### src/rtl/pkt_fifo_wr_ctrl.sv
// Packet FIFO write controller: hunts for one of two header words, then forwards
// PKT_LEN payload words to the downstream FIFO, dropping the packet on backpressure.
module pkt_fifo_wr_ctrl #(
  parameter int unsigned       WORD_W      = 8,
  parameter logic [WORD_W-1:0] HDR_A       = 8'hA5,
  parameter logic [WORD_W-1:0] HDR_B       = 8'hC3,
  parameter int unsigned       PKT_LEN     = 4,
  parameter int unsigned       INCLUDE_HDR = 0,
  parameter int unsigned       DROP_CNT_W  = 8
) (
  input  logic                  clk_50,
  input  logic                  reset_n,
  input  logic                  data_ena,
  input  logic                  word_valid,
  input  logic [WORD_W-1:0]     word_in,
  input  logic                  fifo_full,
  output logic                  wr,
  output logic [WORD_W-1:0]     wr_data,
  output logic                  pkt_done,
  output logic                  hdr_sel,
  output logic                  busy,
  output logic [DROP_CNT_W-1:0] drop_cnt
);

  typedef enum logic [1:0] {
    ST_HUNT    = 2'd0,
    ST_PAYLOAD = 2'd1,
    ST_DROP    = 2'd2
  } state_t;

  localparam logic [7:0]            LAST_IDX = 8'(PKT_LEN - 1);
  localparam logic [DROP_CNT_W-1:0] DROP_MAX = {DROP_CNT_W{1'b1}};
  localparam logic [DROP_CNT_W-1:0] DROP_ONE = DROP_CNT_W'(1);

  state_t                state_r, state_s;
  logic [7:0]            cnt_r, cnt_s;
  logic                  wr_r, wr_s;
  logic [WORD_W-1:0]     wr_data_r, wr_data_s;
  logic                  pkt_done_r, pkt_done_s;
  logic                  hdr_sel_r, hdr_sel_s;
  logic                  busy_r, busy_s;
  logic [DROP_CNT_W-1:0] drop_cnt_r, drop_cnt_s;
  logic                  drop_inc_s;
  logic                  accept_s;
  logic                  hdr_hit_s;
  logic                  last_s;

  assign accept_s  = word_valid & data_ena;
  assign hdr_hit_s = (word_in == HDR_A) || (word_in == HDR_B);
  assign last_s    = (cnt_r == LAST_IDX);

  // State register and registered outputs
  always_ff @(posedge clk_50 or negedge reset_n) begin
    if (!reset_n) begin
      state_r    <= ST_HUNT;
      cnt_r      <= 8'd0;
      wr_r       <= 1'b0;
      wr_data_r  <= '0;
      pkt_done_r <= 1'b0;
      hdr_sel_r  <= 1'b0;
      busy_r     <= 1'b0;
      drop_cnt_r <= '0;
    end else begin
      state_r    <= state_s;
      cnt_r      <= cnt_s;
      wr_r       <= wr_s;
      wr_data_r  <= wr_data_s;
      pkt_done_r <= pkt_done_s;
      hdr_sel_r  <= hdr_sel_s;
      busy_r     <= busy_s;
      drop_cnt_r <= drop_cnt_s;
    end
  end

  // Next-state, counter and next-output decode
  always_comb begin
    state_s    = state_r;
    cnt_s      = cnt_r;
    wr_s       = 1'b0;
    wr_data_s  = wr_data_r;
    pkt_done_s = 1'b0;
    hdr_sel_s  = hdr_sel_r;
    drop_inc_s = 1'b0;

    case (state_r)
      ST_HUNT: begin
        if (accept_s && hdr_hit_s) begin
          hdr_sel_s = (word_in != HDR_A);
          cnt_s     = 8'd0;
          if (INCLUDE_HDR != 0) begin
            if (fifo_full) begin
              state_s    = ST_DROP;
              drop_inc_s = 1'b1;
            end else begin
              state_s   = ST_PAYLOAD;
              wr_s      = 1'b1;
              wr_data_s = word_in;
            end
          end else begin
            state_s = ST_PAYLOAD;
          end
        end else begin
          state_s = ST_HUNT;
        end
      end

      ST_PAYLOAD: begin
        if (!data_ena) begin
          state_s = ST_HUNT;
          cnt_s   = 8'd0;
        end else if (word_valid) begin
          if (!fifo_full) begin
            wr_s      = 1'b1;
            wr_data_s = word_in;
          end else begin
            drop_inc_s = 1'b1;
          end
          if (last_s) begin
            // A full FIFO on the last word still ends the packet, just without pkt_done
            pkt_done_s = ~fifo_full;
            state_s    = ST_HUNT;
            cnt_s      = 8'd0;
          end else begin
            cnt_s   = cnt_r + 8'd1;
            state_s = fifo_full ? ST_DROP : ST_PAYLOAD;
          end
        end else begin
          state_s = ST_PAYLOAD;
        end
      end

      ST_DROP: begin
        if (!data_ena) begin
          state_s = ST_HUNT;
          cnt_s   = 8'd0;
        end else if (word_valid) begin
          if (last_s) begin
            state_s = ST_HUNT;
            cnt_s   = 8'd0;
          end else begin
            state_s = ST_DROP;
            cnt_s   = cnt_r + 8'd1;
          end
        end else begin
          state_s = ST_DROP;
        end
      end

      default: begin
        state_s = ST_HUNT;
        cnt_s   = 8'd0;
      end
    endcase

    busy_s = (state_s == ST_PAYLOAD) || (state_s == ST_DROP);

    if (drop_inc_s && (drop_cnt_r != DROP_MAX)) begin
      drop_cnt_s = drop_cnt_r + DROP_ONE;
    end else begin
      drop_cnt_s = drop_cnt_r;
    end
  end

  assign wr       = wr_r;
  assign wr_data  = wr_data_r;
  assign pkt_done = pkt_done_r;
  assign hdr_sel  = hdr_sel_r;
  assign busy     = busy_r;
  assign drop_cnt = drop_cnt_r;

endmodule

### config.mk
export PLATFORM = sky130hd
export DESIGN_NAME = pkt_fifo_wr_ctrl
export DESIGN_NICKNAME = d
export VERILOG_FILES = /design/src/rtl/pkt_fifo_wr_ctrl.sv
export SDC_FILE = /design/constraint.sdc
export NUM_CORES = 1
export LEC_CHECK = 0
export BUFFER_PORTS_ARGS = -buffer_cell sky130_fd_sc_hd__buf_4
export CAP_MARGIN = 15
export CORE_AREA = 2 2 71 60
export CTS_CLUSTER_DIAMETER = 30
export DETAILED_ROUTE_END_ITERATION = 8
export DIE_AREA = 0 0 73 62
export PLACE_DENSITY = 0.64
export SYNTH_ARGS = -nofsm -noshare
export SYNTH_HDL_FRONTEND = slang
export SYNTH_SLANG_ARGS = --single-unit
export TNS_END_PERCENT = 50
### constraint.sdc
create_clock -name clk_50 -period 1.6 [get_ports clk_50]
set_input_delay 0.24 -clock clk_50 [delete_from_list [all_inputs] [get_ports clk_50]]
set_output_delay 0.24 -clock clk_50 [all_outputs]
set_load 0.01 [all_outputs]
After elaboration in Yosys (flattened, before gate mapping)
Cells that the tools add are included.

cells by class
  $add $sub $neg = 2
  $mul = 0
  divide/modulo/power cells = 0
  $lt $le $gt $ge = 0
  equal/unequal tests = 11
  shift operators = 0
  multiplexer cells = 26
  bitwise operators = 2
  reduce and logical (&&, ||, !) cells = 9

operators with widths
  cell                                            count
  two-way mux 8 bit                               4
  adder 8 x 1 -> 8 bit (second input constant)    2
  == test 8 bit (second input constant)           2
  != test 8 bit (second input constant)           2
  one-hot mux 8 bit (2 select lines)              1
  two-way mux 2 bit                               7
  two-way mux 1 bit                               13
  == test 8 x 2 -> 1 bit (second input constant)  1
  one-hot mux 2 bit (3 select lines)              1
  == test 2 x 1 -> 1 bit (second input constant)  2
  == test 2 bit (second input constant)           2
  AND reduction 2 bit                             2
  AND reduction 4 bit                             1
  != test 3 x 2 -> 1 bit (second input constant)  1
  logical AND 1 bit                               2
  zero test 2 bit                                 1
  logical OR 1 bit                                2
  != test 2 bit (second input constant)           1
  OR reduction 2 bit                              1
  bitwise AND 1 bit                               1
  NOT 1 bit                                       1

storage, ports and cells
  register bits after elaboration = 30
  bits in latches = 0
  memory bits (writable) = 0
  ROM bits = 0
  input port bits = 13
  word-level logic and storage cells = 58
  memories = 0

Depth between registers and ports, before layout
  depth in word-level cells = 7
  mapped depth = 6

Least setup slack after synthesis
No wires, ideal clock.

  path type = reg2reg
  start point = register state_r[1]
  end point = register drop_cnt_r[1], in the netlist drop_cnt[1]
  library setup time = 0.125 ns
  data arrival time = 1.448 ns
  data required time = 1.475 ns
  slack = 0.028 ns
  cell stages (with the launch flop) = 6
  clock period less this slack = 1.572 ns
  cells stage by stage = dfrtp_1 inv_1 ha_1 nand4_1 a41oi_2 mux2_2

between the ends
  cells in the longest elaborated chain, start to end = 3

RTL lines
  what                    RTL line  source
  start, declared         35        state_t state_r, state_s;
  start signal, assigned  64        state_r <= state_s;
  == test 2 x 1 -> 1 bit  85        case (state_r)
  two-way mux 1 bit       85
  logical AND 1 bit       157       if (drop_inc_s && (drop_cnt_r != DROP_MAX)) begin
  end signal, assigned    71        drop_cnt_r <= drop_cnt_s;
  end, declared           42        logic [DROP_CNT_W-1:0] drop_cnt_r, drop_cnt_s;

No other way between the ends.
A chain may end at the register's enable or synchronous reset.

Worst setup path in the final report
  start point = register state_r[1]
  end point = register drop_cnt_r[2], in the netlist drop_cnt[2]

The elaborated chain is that of the path after synthesis.

==> flow_summary_export.csv <==
group,metric,value,unit
worst_setup_path,ff2ff_setup_slack,-0.04,ns
worst_setup_path,crit_type,"reg -> reg",
grt,grt_max_degree,31,
route,drt-pass1-iter-count,4,
floorplan,core,3915,um2
yosys,synth_area_leaders,"dfrtp_1 (46%), mux2_2 (6.8%), ha_1 (4.6%), a21oi_1 (3.3%), nand3_1 (2.4%)",
worst_setup_path,timing.rr.start,"state_r[1]",
route,antenna_left,0,
placed_design,dp_cells,231,
route,vias,1415,
timing,finalHoldViolCount,0,
pwr,internal_power,1.154,mW
yosys,yosysSeqAreaShare,45.63,%
timing,period_needed,1.642,ns
hold_path,hp-class,"in -> reg",
clock_network,clk_path_buf_depth,2,
worst_setup_path,crit_chain,"inv_2, ha_4, nand4_1, a41oi_2, buf_4, nand2_4, xnor2_2",
final_layout,layout_commonest_cell,"buf_4",
clock_network,htreeDepth,2,
yosys,yosysTopAreaCell,"dfrtp_1",
final_layout,finalNonFillerCells,247,
route,drtIter0Drc,72,
yosys,yosys.cell_types.count,44,
final_layout,nets,219,
floorplan,rows,21,
pwr,seqPwrFrac,51.6,%
yosys,ys_warn_count,0,
yosys,synth_top_area_share,45.63,%
grt,grt_pass1_vias,1312,
route,wl,4.056,mm
worst_setup_path,crit_path_end_kind,"flip-flop",
hold_path,holdCritStartpoint,"word_in[0]",
worst_setup_path,cp.required,1.77,ns
route,drc,0,
clock_network,cts_made_buffers,5,
clock_network,cts_num_sinks,30,
floorplan,die_h,62,um
pwr,combPwrFrac,6.2,%
grt,gr-total-overflow,0,
pwr,power.density,651.8,nW/um2
timing,max_freq,0.6092,GHz
final_layout,fillerInstances,329,
timing,fin_skew,0.004639,ns
floorplan,top_level_ports,33,
final_layout,layout_common_cells,"buf_4 (49), dfrtp_1 (30), a21oi_1 (9), mux2_2 (9), nand3_1 (8)",
pwr,sw_frac_of_total,22.43,%
worst_setup_path,cp_slowest_cell,"dfrtp_1",
route,viasPerCell,5.729,
yosys,syn_inst,145,
route,routedWlPerCell,16.42,um
run_status,violations,"setup timing",
timing,fin_crit_sh,102.6,%
worst_setup_path,cp_data_arrival_time,1.81,ns
worst_setup_path,slowest_delay,0.39,ns
pwr,clockPowerShare,42.1,%
grt,grt_usage,18.21,%
yosys,synth_flop_cell,"dfrtp_1",
placed_design,hpwl,2.797,mm
clock_network,root_buffer,"clkbuf_8",
placed_design,port_buffers,32,
grt,antenna_found_initial,0,
final_layout,antenna-diode-count,0,
timing,drv_slew,0,
pwr,p_leak,1.136,nW
timing,layout_setup_ws,-0.04160,ns
yosys,syn_avg_cell_area,11.35,um2
timing,relSlewSlack,73.35,%
final_layout,area_growth,38.71,%
floorplan,dieArea,4526,um2
yosys,synth-edff-count,0,
floorplan,initial_core_util,42.03,%
floorplan,die_width,73,um
clock_network,cts.clk_slew.worst_paths,0.06,ns
yosys,synth_nets,164,
clock_network,worst_skew_pair.late_latency,0.28,ns
clock_network,tritoncts,"built",
yosys,ys_ff_latch,30,
pwr,ir_drop,0.0002915,V
grt,grt_pass1_wl,6.189,mm
yosys,async_flop_share,100.0,%
run_status,status,"complete, but fails checks",
timing,worst_slew_pin_slew,0.3998,ns
flow_run,cap_violations,0,
timing,hold_slack,0.2028,ns
placed_design,gp_congestion,0.8698,
timing,setup_viol,3,
final_layout,drive_gt1_share,47.76,%
timing,rsz0062_at_grt,"yes",
worst_setup_path,cp-startpoint,"state_r[1]",
yosys,synth_area,1645,um2
pwr,switchingPower,0.3336,mW
worst_setup_path,worstSetupStartpointType,"flip-flop",
worst_setup_path,cp_max_fo,4,
synthesized netlist by cell type (2+ instances only):
library cell   n
a211o_1        2
and2_1         2
and4_1         2
dfrtp_1       30
nand3_1        8
o2111ai_1      3
nor3_1         3
o21ai_0        5
xnor2_1        4
ha_1           6
a31oi_1        5
nand4_1        4
mux2_2        10
inv_1          6
and3_1         2
and4bb_2       2
a21oi_1       11
xor2_1         3
nand2_1        8
nor2_1         4
nand3b_1       2
cell families after synthesis:
| group | count (synthesis) | synth area share (%) |
|---|---|---|
| simple gates | 45 | 18.25 |
| mux | 11 | 7.453 |
| buf+inv | 9 | 2.813 |
| xor+xnor | 7 | 3.726 |
| flops | 30 | 45.63 |
| fa+ha+maj | 6 | 4.563 |
| compound gates | 37 | 17.57 |
through the flow:
stage	TNS (ns)	setup slack, ns	power [mW]	utilization, %	instance area, um2
6_report	-0.08431	-0.04160	1.487	58.29	2282
2_1_floorplan	0	0.02775	0.8155	-	1645
3_5_place_dp	-0.1021	-0.03780	0.8697	51.13	2002
3_3_place_gp	0	0.01723	0.8659	51.13	2002
5_1_grt	-0.9664	-0.1194	1.551	58.29	2282
4_1_cts	0	0.001748	1.505	54.75	2143
final timing paths:
kind / to / cells past startpoint
worst max-delay path: drop_cnt[2] / 7
worst min-delay path: wr_data[0] / 2
worst max register to register: drop_cnt[2] / 7
worst min register to register: wr_data[4] / 1
max in group asynchronous: wr_data[7] / 2
min in group asynchronous: hdr_sel / 2
critical path: cells and delay by family (launching register included):
kind	cells	cell delay [ns]
AO/OA/AOI/OAI	1	0.32
adder cells (fa/ha/maj)	1	0.14
AND/OR/NAND/NOR	2	0.22
XOR/XNOR	1	0.14
buffers and inverters	2	0.31
flip-flops	1	0.39
cell type report:
cell class / count / area [um2] / area share [%]
tap: 46 / 57.56 / 2.522
clock buffer: 7 / 86.33 / 3.783
inverter: 6 / 22.52 / 0.9868
multi-input combinational: 106 / 970.9 / 42.54
sequential: 30 / 750.7 / 32.89
clock inverter: 1 / 5.005 / 0.2193
timing repair buffer: 51 / 389.1 / 17.05
power groups by stage:
| stage | logic (mW) | clock network (mW) | registers (mW) |
|---|---|---|---|
| 2_1_floorplan | 0.0309 | 0 | 0.785 |
| 3_3_place_gp | 0.0840 | 0 | 0.782 |
| 3_5_place_dp | 0.0876 | 0 | 0.782 |
| 4_1_cts | 0.0902 | 0.647 | 0.768 |
| 5_1_grt | 0.103 | 0.680 | 0.768 |
| 6_report | 0.0928 | 0.626 | 0.768 |
registers in the layout, indices dropped and copies added (netlist names):
name	flops
wr	1
wr_data	8
pkt_done	1
busy	1
state_r	2
drop_cnt	8
cnt_r	8
hdr_sel	1
per-layer routing:
| metal | wire length [um] | up-vias | GRT usage (%) | part of all wire [%] |
|---|---|---|---|---|
| li1 | - | 656 | - | - |
| met1 | 1836 | 706 | 24.12 | 45 |
| met2 | 2007 | 51 | 29.60 | 49 |
| met3 | 200 | 2 | 4.355 | 4.9 |
| met4 | 12 | 0 | 6.349 | 0.30 |
| met5 | 0 | - | 0 | 0 |
what timing repair did:
action / in CTS / in global routing
resized for setup: 3 / 24
setup buffers: 4 / 3
hold buffers: 1 / 0
cloned: 0 / 0
hold endpoints to repair: 30 / 0
setup endpoints to repair: 5 / 23
pin swaps: 4 / 11
(Power assumes the default switching activity.)
